File: src/rtl/fig8_sequencer_pkg.sv
// Shared definitions for the figure-8 motion sequencer: command codes used
// by the byte emitter, the sequencer state encoding and default timing.
package fig8_pkg;

  typedef enum logic [2:0] {
    CMD_STOP     = 3'b000,
    CMD_CW       = 3'b001,
    CMD_CCW      = 3'b010,
    CMD_INIT     = 3'b011,
    CMD_SONGINIT = 3'b100
  } cmd_e;

  typedef enum logic [3:0] {
    ST_BOOT_WAIT,
    ST_SEND_INIT,
    ST_SEND_SONG,
    ST_IDLE,
    ST_SEND_CW,
    ST_RUN_CW,
    ST_SEND_CCW,
    ST_RUN_CCW,
    ST_SEND_STOP
  } seq_state_e;

  // 1 ms tick at 50 MHz; 100 ms wake-up; 500 mm radius half-lap at 200 mm/s.
  localparam int DEF_TICK_DIV   = 50000;
  localparam int DEF_BOOT_TICKS = 100;
  localparam int DEF_ARC_TICKS  = 15708;
  localparam int DEF_LAPS       = 4;

  // Lap counter increment that sticks at 255 instead of wrapping.
  function automatic logic [7:0] sat_inc8(input logic [7:0] v);
    return (v == 8'hFF) ? v : v + 8'd1;
  endfunction

endpackage

File: src/rtl/fig8_sequencer_if.sv
// Command handshake between the sequencer (master) and the byte emitter
// (slave). A command transfers when cmd_valid and cmd_ready are both high.
interface fig8_sequencer_if;
  logic [2:0] cmd_code;
  logic       cmd_valid;
  logic       cmd_ready;

  modport master (output cmd_code, output cmd_valid, input cmd_ready);
  modport slave  (input cmd_code, input cmd_valid, output cmd_ready);
endinterface

File: src/rtl/fig8_sequencer_tick_timer.sv
// Prescaled tick timer. Counts clk cycles in ticks of TICK_DIV cycles and
// pulses done_o on the cycle that completes the loaded number of ticks.
// clr_i restarts the count and loads a new terminal tick count.
module tick_timer #(
  parameter int TICK_DIV = 50000,
  parameter int RST_TERM = 100
) (
  input  logic        clk,
  input  logic        rst_n,
  input  logic        clr_i,
  input  logic [15:0] term_i,
  output logic        done_o
);
  localparam int PRE_W = (TICK_DIV > 1) ? $clog2(TICK_DIV) : 1;
  localparam logic [PRE_W-1:0] PRE_LAST = PRE_W'(TICK_DIV - 1);

  logic [PRE_W-1:0] pre_q, pre_d;
  logic [15:0]      tick_q, tick_d, term_q;
  logic [16:0]      tick_inc;
  logic             pre_wrap;

  assign pre_wrap = (pre_q == PRE_LAST);
  assign tick_inc = {1'b0, tick_q} + 17'd1;
  // >= compare: the count parks one short of terminal, so it never wraps.
  assign done_o   = pre_wrap && (tick_inc >= {1'b0, term_q});

  // Next prescaler / tick values while free-running.
  always_comb begin
    pre_d  = pre_q + 1'b1;
    tick_d = tick_q;
    if (pre_wrap) begin
      pre_d = '0;
      if (tick_inc < {1'b0, term_q}) tick_d = tick_inc[15:0];
    end
  end

  // Counter registers with restart/load.
  always_ff @(posedge clk) begin
    if (!rst_n) begin
      pre_q  <= '0;
      tick_q <= '0;
      term_q <= 16'(RST_TERM);
    end else if (clr_i) begin
      pre_q  <= '0;
      tick_q <= '0;
      term_q <= term_i;
    end else begin
      pre_q  <= pre_d;
      tick_q <= tick_d;
    end
  end
endmodule

File: src/rtl/fig8_sequencer.sv
// Figure-8 motion scheduler: boots the robot (INIT, SONGINIT), then on go
// alternates CW/CCW arcs for LAPS laps and finishes with STOP. All timing
// lives here; the emitter only serializes the selected command.
module fig8_sequencer
  import fig8_pkg::*;
#(
  parameter int TICK_DIV   = DEF_TICK_DIV,
  parameter int BOOT_TICKS = DEF_BOOT_TICKS,
  parameter int ARC_TICKS  = DEF_ARC_TICKS,
  parameter int LAPS       = DEF_LAPS
) (
  input  logic                clk,
  input  logic                rst_n,
  input  logic                go,
  input  logic                halt,
  fig8_sequencer_if.master    cmd,
  output logic                busy,
  output logic [7:0]          lap_count
);
  localparam logic [7:0] LAPS_V = 8'(LAPS);

  seq_state_e state_q;
  cmd_e       cmd_code_q;
  logic       cmd_valid_q;
  logic       busy_q;
  logic [7:0] lap_count_q;
  logic       halt_pend_q;
  logic       accept;
  logic       tmr_done;
  logic [7:0] lap_inc;

  assign accept    = cmd_valid_q & cmd.cmd_ready;
  assign lap_inc   = sat_inc8(lap_count_q);
  assign cmd.cmd_code  = cmd_code_q;
  assign cmd.cmd_valid = cmd_valid_q;
  assign busy      = busy_q;
  assign lap_count = lap_count_q;

  // Shared timer: boot wait after reset, arc duration after each accept.
  tick_timer #(
    .TICK_DIV (TICK_DIV),
    .RST_TERM (BOOT_TICKS)
  ) u_timer (
    .clk    (clk),
    .rst_n  (rst_n),
    .clr_i  (accept),
    .term_i (16'(ARC_TICKS)),
    .done_o (tmr_done)
  );

  // Sequencer FSM with registered command, valid, busy and lap outputs.
  always_ff @(posedge clk) begin
    if (!rst_n) begin
      state_q     <= ST_BOOT_WAIT;
      cmd_code_q  <= CMD_STOP;
      cmd_valid_q <= 1'b0;
      busy_q      <= 1'b1;
      lap_count_q <= 8'd0;
      halt_pend_q <= 1'b0;
    end else begin
      case (state_q)
        ST_BOOT_WAIT: if (tmr_done) begin
          state_q     <= ST_SEND_INIT;
          cmd_code_q  <= CMD_INIT;
          cmd_valid_q <= 1'b1;
        end
        ST_SEND_INIT: if (accept) begin
          state_q    <= ST_SEND_SONG;
          cmd_code_q <= CMD_SONGINIT;
        end
        ST_SEND_SONG, ST_SEND_STOP: if (accept) begin
          state_q     <= ST_IDLE;
          cmd_valid_q <= 1'b0;
          busy_q      <= 1'b0;
        end
        ST_IDLE: if (go && !halt) begin
          state_q     <= ST_SEND_CW;
          cmd_code_q  <= CMD_CW;
          cmd_valid_q <= 1'b1;
          busy_q      <= 1'b1;
          lap_count_q <= 8'd0;
          halt_pend_q <= 1'b0;
        end
        // A halt seen while an arc command is pending is remembered and
        // acted on once that command has been taken.
        ST_SEND_CW, ST_SEND_CCW: begin
          if (accept) begin
            halt_pend_q <= 1'b0;
            if (halt_pend_q || halt) begin
              state_q    <= ST_SEND_STOP;
              cmd_code_q <= CMD_STOP;
            end else begin
              state_q     <= (state_q == ST_SEND_CW) ? ST_RUN_CW : ST_RUN_CCW;
              cmd_valid_q <= 1'b0;
            end
          end else if (halt) begin
            halt_pend_q <= 1'b1;
          end
        end
        ST_RUN_CW: begin
          if (halt) begin
            state_q     <= ST_SEND_STOP;
            cmd_code_q  <= CMD_STOP;
            cmd_valid_q <= 1'b1;
          end else if (tmr_done) begin
            state_q     <= ST_SEND_CCW;
            cmd_code_q  <= CMD_CCW;
            cmd_valid_q <= 1'b1;
          end
        end
        ST_RUN_CCW: begin
          if (halt) begin
            state_q     <= ST_SEND_STOP;
            cmd_code_q  <= CMD_STOP;
            cmd_valid_q <= 1'b1;
          end else if (tmr_done) begin
            lap_count_q <= lap_inc;
            cmd_valid_q <= 1'b1;
            if (LAPS_V != 8'd0 && lap_inc >= LAPS_V) begin
              state_q    <= ST_SEND_STOP;
              cmd_code_q <= CMD_STOP;
            end else begin
              state_q    <= ST_SEND_CW;
              cmd_code_q <= CMD_CW;
            end
          end
        end
        default: begin
          state_q     <= ST_BOOT_WAIT;
          cmd_valid_q <= 1'b0;
          busy_q      <= 1'b1;
        end
      endcase
    end
  end
endmodule

File: src/flat_wrapper.sv
// flat-port wrapper written by rule: the top's interface ports become plain ports
module fig8_sequencer_flat import fig8_pkg::*;
#(
  parameter int TICK_DIV   = DEF_TICK_DIV,
  parameter int BOOT_TICKS = DEF_BOOT_TICKS,
  parameter int ARC_TICKS  = DEF_ARC_TICKS,
  parameter int LAPS       = DEF_LAPS
)
  (clk, rst_n, go, halt, busy, lap_count, cmd_cmd_code, cmd_cmd_valid, cmd_cmd_ready);
  fig8_sequencer_if cmd_i ();
  input  logic clk;
  input  logic rst_n;
  input  logic go;
  input  logic halt;
  output logic busy;
  output logic [7:0] lap_count;
  output wire logic [$bits(cmd_i.cmd_code)-1:0] cmd_cmd_code;
  output wire logic [$bits(cmd_i.cmd_valid)-1:0] cmd_cmd_valid;
  input wire logic [$bits(cmd_i.cmd_ready)-1:0] cmd_cmd_ready;
  assign cmd_cmd_code = cmd_i.cmd_code;
  assign cmd_cmd_valid = cmd_i.cmd_valid;
  assign cmd_i.cmd_ready = cmd_cmd_ready;
  fig8_sequencer #(.TICK_DIV(TICK_DIV), .BOOT_TICKS(BOOT_TICKS), .ARC_TICKS(ARC_TICKS), .LAPS(LAPS)) u_core (.clk(clk), .rst_n(rst_n), .go(go), .halt(halt), .cmd(cmd_i), .busy(busy), .lap_count(lap_count));
endmodule
File: config.mk
export PLATFORM = sky130hd
export DESIGN_NAME = fig8_sequencer_flat
export DESIGN_NICKNAME = d
export VERILOG_FILES = /design/src/rtl/fig8_sequencer_pkg.sv /design/src/rtl/fig8_sequencer_if.sv /design/src/rtl/fig8_sequencer_tick_timer.sv /design/src/rtl/fig8_sequencer.sv /design/src/flat_wrapper.sv
export SDC_FILE = /design/constraint.sdc
export NUM_CORES = 1
export LEC_CHECK = 0
export CAP_MARGIN = 15
export CORE_ASPECT_RATIO = 0.8
export CORE_MARGIN = 2
export CORE_UTILIZATION = 64
export DETAILED_ROUTE_END_ITERATION = 10
export GPL_ROUTABILITY_DRIVEN = 1
export PLACE_DENSITY = 0.95
export SYNTH_ARGS = -nofsm -noshare
export SYNTH_HDL_FRONTEND = slang
export SYNTH_SLANG_ARGS = --single-unit
File: constraint.sdc
create_clock -name clk -period 8.4 [get_ports clk]
set_clock_uncertainty 0.05 [all_clocks]
set_input_delay 1.26 -clock clk [delete_from_list [all_inputs] [get_ports clk]]
set_output_delay 1.26 -clock clk [all_outputs]
set_load 0.005 [all_outputs]
==> results.toml <==
[synth]
synth_seq_cells = 52
yosysUniqueCellTypes = 57
synth-warning-count = 0
synth_top_cell_area_share = 0.339
synth_fp_nets = 402
synth_cells = 385
yosysTopAreaCell = "dfxtp_1"
synth-edff-count = 0
synth.avg_cell_area_um2 = 7.97
syn_area_um2 = 3070
synthTopCellsByArea = "dfxtp_1 34%, nor2_1 6.9%, xnor2_1 5.4%, nand2_1 5.3%, ha_1 4.9%"
synthFlopType = "dfxtp_1"
async_reset_ff_frac = 0
seq_area_frac_synth = 0.339

[cts]
post_cts_buffers = 0
clock_latency_ns = 0.32
cts_tree = "done"
cts-buffers-inserted = 5
cts.sinks = 52
cts_resized = 0
htree_num_levels = 2
cts_max_path_buffers = 2
hold_buffers = 0
cts-root-buf = "clkbuf_8"
clk_pin_slew_worst_paths_ns = 0.09

[timing]
min_period_over_period = 0.523
fin_tns_setup_ns = 0
max_slew.worst_pin.slew_ns = 0.929
finalSetupViolCount = 0
final_hold_viol_count = 0
grt_setup_unrepaired = "no"
slew_headroom = 0.379
slew_violations = 0
fin_hold_ws_ns = 0.406
max_freq_mhz = 228
period_needed_ns = 4.39

[die]
coreArea_um2 = 4600
rows = 22
dieWidth_um = 81.4
floorplan.initialDensity = 0.667
die_h_um = 65.9
num_io_pins = 18
die-area_um2 = 5370

[critical_path]
crit_path_cell_trace = "ha_1 > nand3_1 > nor2_1 > nand4_1 > xnor2_1 > ha_1 > a21o_1 > a211o_1 > a211oi_2 > o221ai_2 > a211oi_2 > nand2_1 > or4_1 > nand2_1"
worstSetupEndpointType = "flop"
cpPeakStageDelay_ns = 0.80
startpoint_type = "flop"
slowest_stage = "a211oi_2"
cp_max_fo = 12
required_ns = 8.62
crit_type = "reg -> reg"
crit_arrival_ns = 4.61

[routing]
drt_iter0_markers = 360
drt_wl_total_um = 6920
vias = 2884
wl_per_cell_um = 15.2
ant_nets = 0
vias_per_cell = 6.32
drc = 0
first_pass_iters = 4

[power]
peakVddDrop_mv = 0.106
powerDensity_nw_per_um2 = 130
leakage_nw = 1.26

[layout]
regArea_um2 = 1040
diodes = 0
drive_gt1_frac = 0.0581
multi_input_area_um2 = 1940
area_delta_synth_final_pct = 9.67
num-fill-cells = 329
nets = 412
postLayoutCoreUtil = 0.732

[outcome]
status = "finished clean"

[grt]
grt.total_usage = 0.277
grt_pass1_wl_um = 11600
grt_overflow = 0
first_global_vias = 2521
antenna_found_initial = 0
grt_max_degree = 17

[place]
dp.final_hpwl_um = 4720
port-buffer-count = 17
routabilityCongestion = 0.929

[job]
max_cap_viol_count = 0

[worst_hold_path]
holdCritPathClass = "reg -> reg"
-- metal layers --
metal | share of wire | GRT usage | up-vias | wire, µm
met1 | 0.45 | 0.393 | 1348 | 3110
met2 | 0.46 | 0.405 | 136 | 3150
met4 | 0.016 | 0.108 | 0 | 112
li1 | - | - | 1386 | -
met5 | 0 | 0 | - | 0
met3 | 0.079 | 0.0628 | 14 | 549
-- cells by family after synthesis --
| family | after synthesis | synth area share |
|---|---|---|
| flops | 52 | 0.339 |
| simple gates | 179 | 0.294 |
| compound gates | 80 | 0.173 |
| xor+xnor | 36 | 0.103 |
| mux | 4 | 0.0131 |
| buf+inv | 22 | 0.0294 |
| fa+ha+maj | 12 | 0.0489 |
-- per-stage QoR --
step                area (µm²)  power (W)  setup WS [ns]  std cells
global route              3360   0.000451           3.79        456
detailed placement        3250   0.000266           4.20        448
finish                    3360   0.000437           4.01        456
global placement          3250   0.000266           4.44        448
CTS                       3360   0.000439           4.10        456
floorplan                 3070   0.000262           5.10        385
-- Yosys cell counts, types with 3 or more instances --
cell type,count
a211oi_1,4
a211oi_2,3
a21o_1,3
a21oi_1,25
a31o_2,4
and3_1,7
clkbuf_1,10
dfxtp_1,52
ha_1,12
inv_1,7
mux2i_1,4
nand2_1,43
nand2b_1,6
nand3_1,19
nand4_1,10
nor2_1,56
nor3_1,10
o21ai_0,21
or3_1,5
xnor2_1,19
xor2_1,17
-- critical path, delay by kind of cell (launching register included) --
kind,cells,cell delay (ns)
XOR/XNOR,1,0.18
adder cells (fa/ha/maj),2,0.52
flip-flops,1,0.49
AO/OA/AOI/OAI,5,1.73
AND/OR/NAND/NOR,6,1.38
-- area by class of cell --
| cell class | count | area share |
|---|---|---|
| repair buffers | 17 | 0.0506 |
| inverters | 8 | 0.00893 |
| clock buffers | 5 | 0.0205 |
| clock inverters | 3 | 0.0126 |
| flip-flops and latches | 52 | 0.309 |
| well taps | 60 | 0.0223 |
| multi-input cells | 311 | 0.576 |
-- sequential cells by signal (all words and copies together) (netlist names) --
register and count:
u_core.cmd.cmd_code 3, u_core.busy 1, u_core.halt_pend_q 1, u_core.u_timer.tick_q 16, u_core.state_q 4, u_core.lap_count 8, u_core.u_timer.term_q 2, u_core.cmd.cmd_valid 1
u_core.u_timer.pre_q 16
-- cell usage in the layout, fill, tap and decap left out, types with 2 or more instances in the layout --
cell type / n
a2111o_1: 2
nor3_1: 10
a31o_2: 4
a211oi_1: 4
xnor2_1: 19
nor2b_1: 2
nor4b_1: 2
nand3b_1: 2
a21o_1: 3
a311oi_1: 2
o211ai_1: 2
nand3_1: 19
o22ai_1: 2
and2_1: 2
and4_1: 2
a211oi_2: 3
nor2_1: 56
and3_1: 7
a211o_1: 2
nand2b_1: 6
or3_1: 5
ha_1: 12
nand4_1: 10
mux2i_1: 4
o21ai_0: 21
dfxtp_1: 52
clkbuf_8: 5
xor2_1: 17
nand2_1: 43
inv_1: 7
and2b_1: 2
clkdlybuf4s50_1: 17
a21oi_1: 25
-- path summary, 6_finish.rpt --
path	start	end	slack, ns	depth (start not counted)
min	u_core.u_timer.term_q[5]$_SDFFE_PN1P_	u_core.u_timer.term_q[5]$_SDFFE_PN1P_	0.41	2
min reg2reg	u_core.u_timer.term_q[5]$_SDFFE_PN1P_	u_core.u_timer.term_q[5]$_SDFFE_PN1P_	0.41	2
max	u_core.u_timer.tick_q[0]$_SDFFE_PP0P_	u_core.u_timer.tick_q[9]$_SDFFE_PP0P_	4.01	14
max reg2reg	u_core.u_timer.tick_q[0]$_SDFFE_PP0P_	u_core.u_timer.tick_q[9]$_SDFFE_PP0P_	4.01	14
-- report_power, final --
group,internal (W),switching [W],total (W)
sequential,0.000248,0.000000934,0.000249
clock,0.0000883,0.0000875,0.000176
combinational,0.00000387,0.00000863,0.0000125
(Power assumes the default switching activity.)
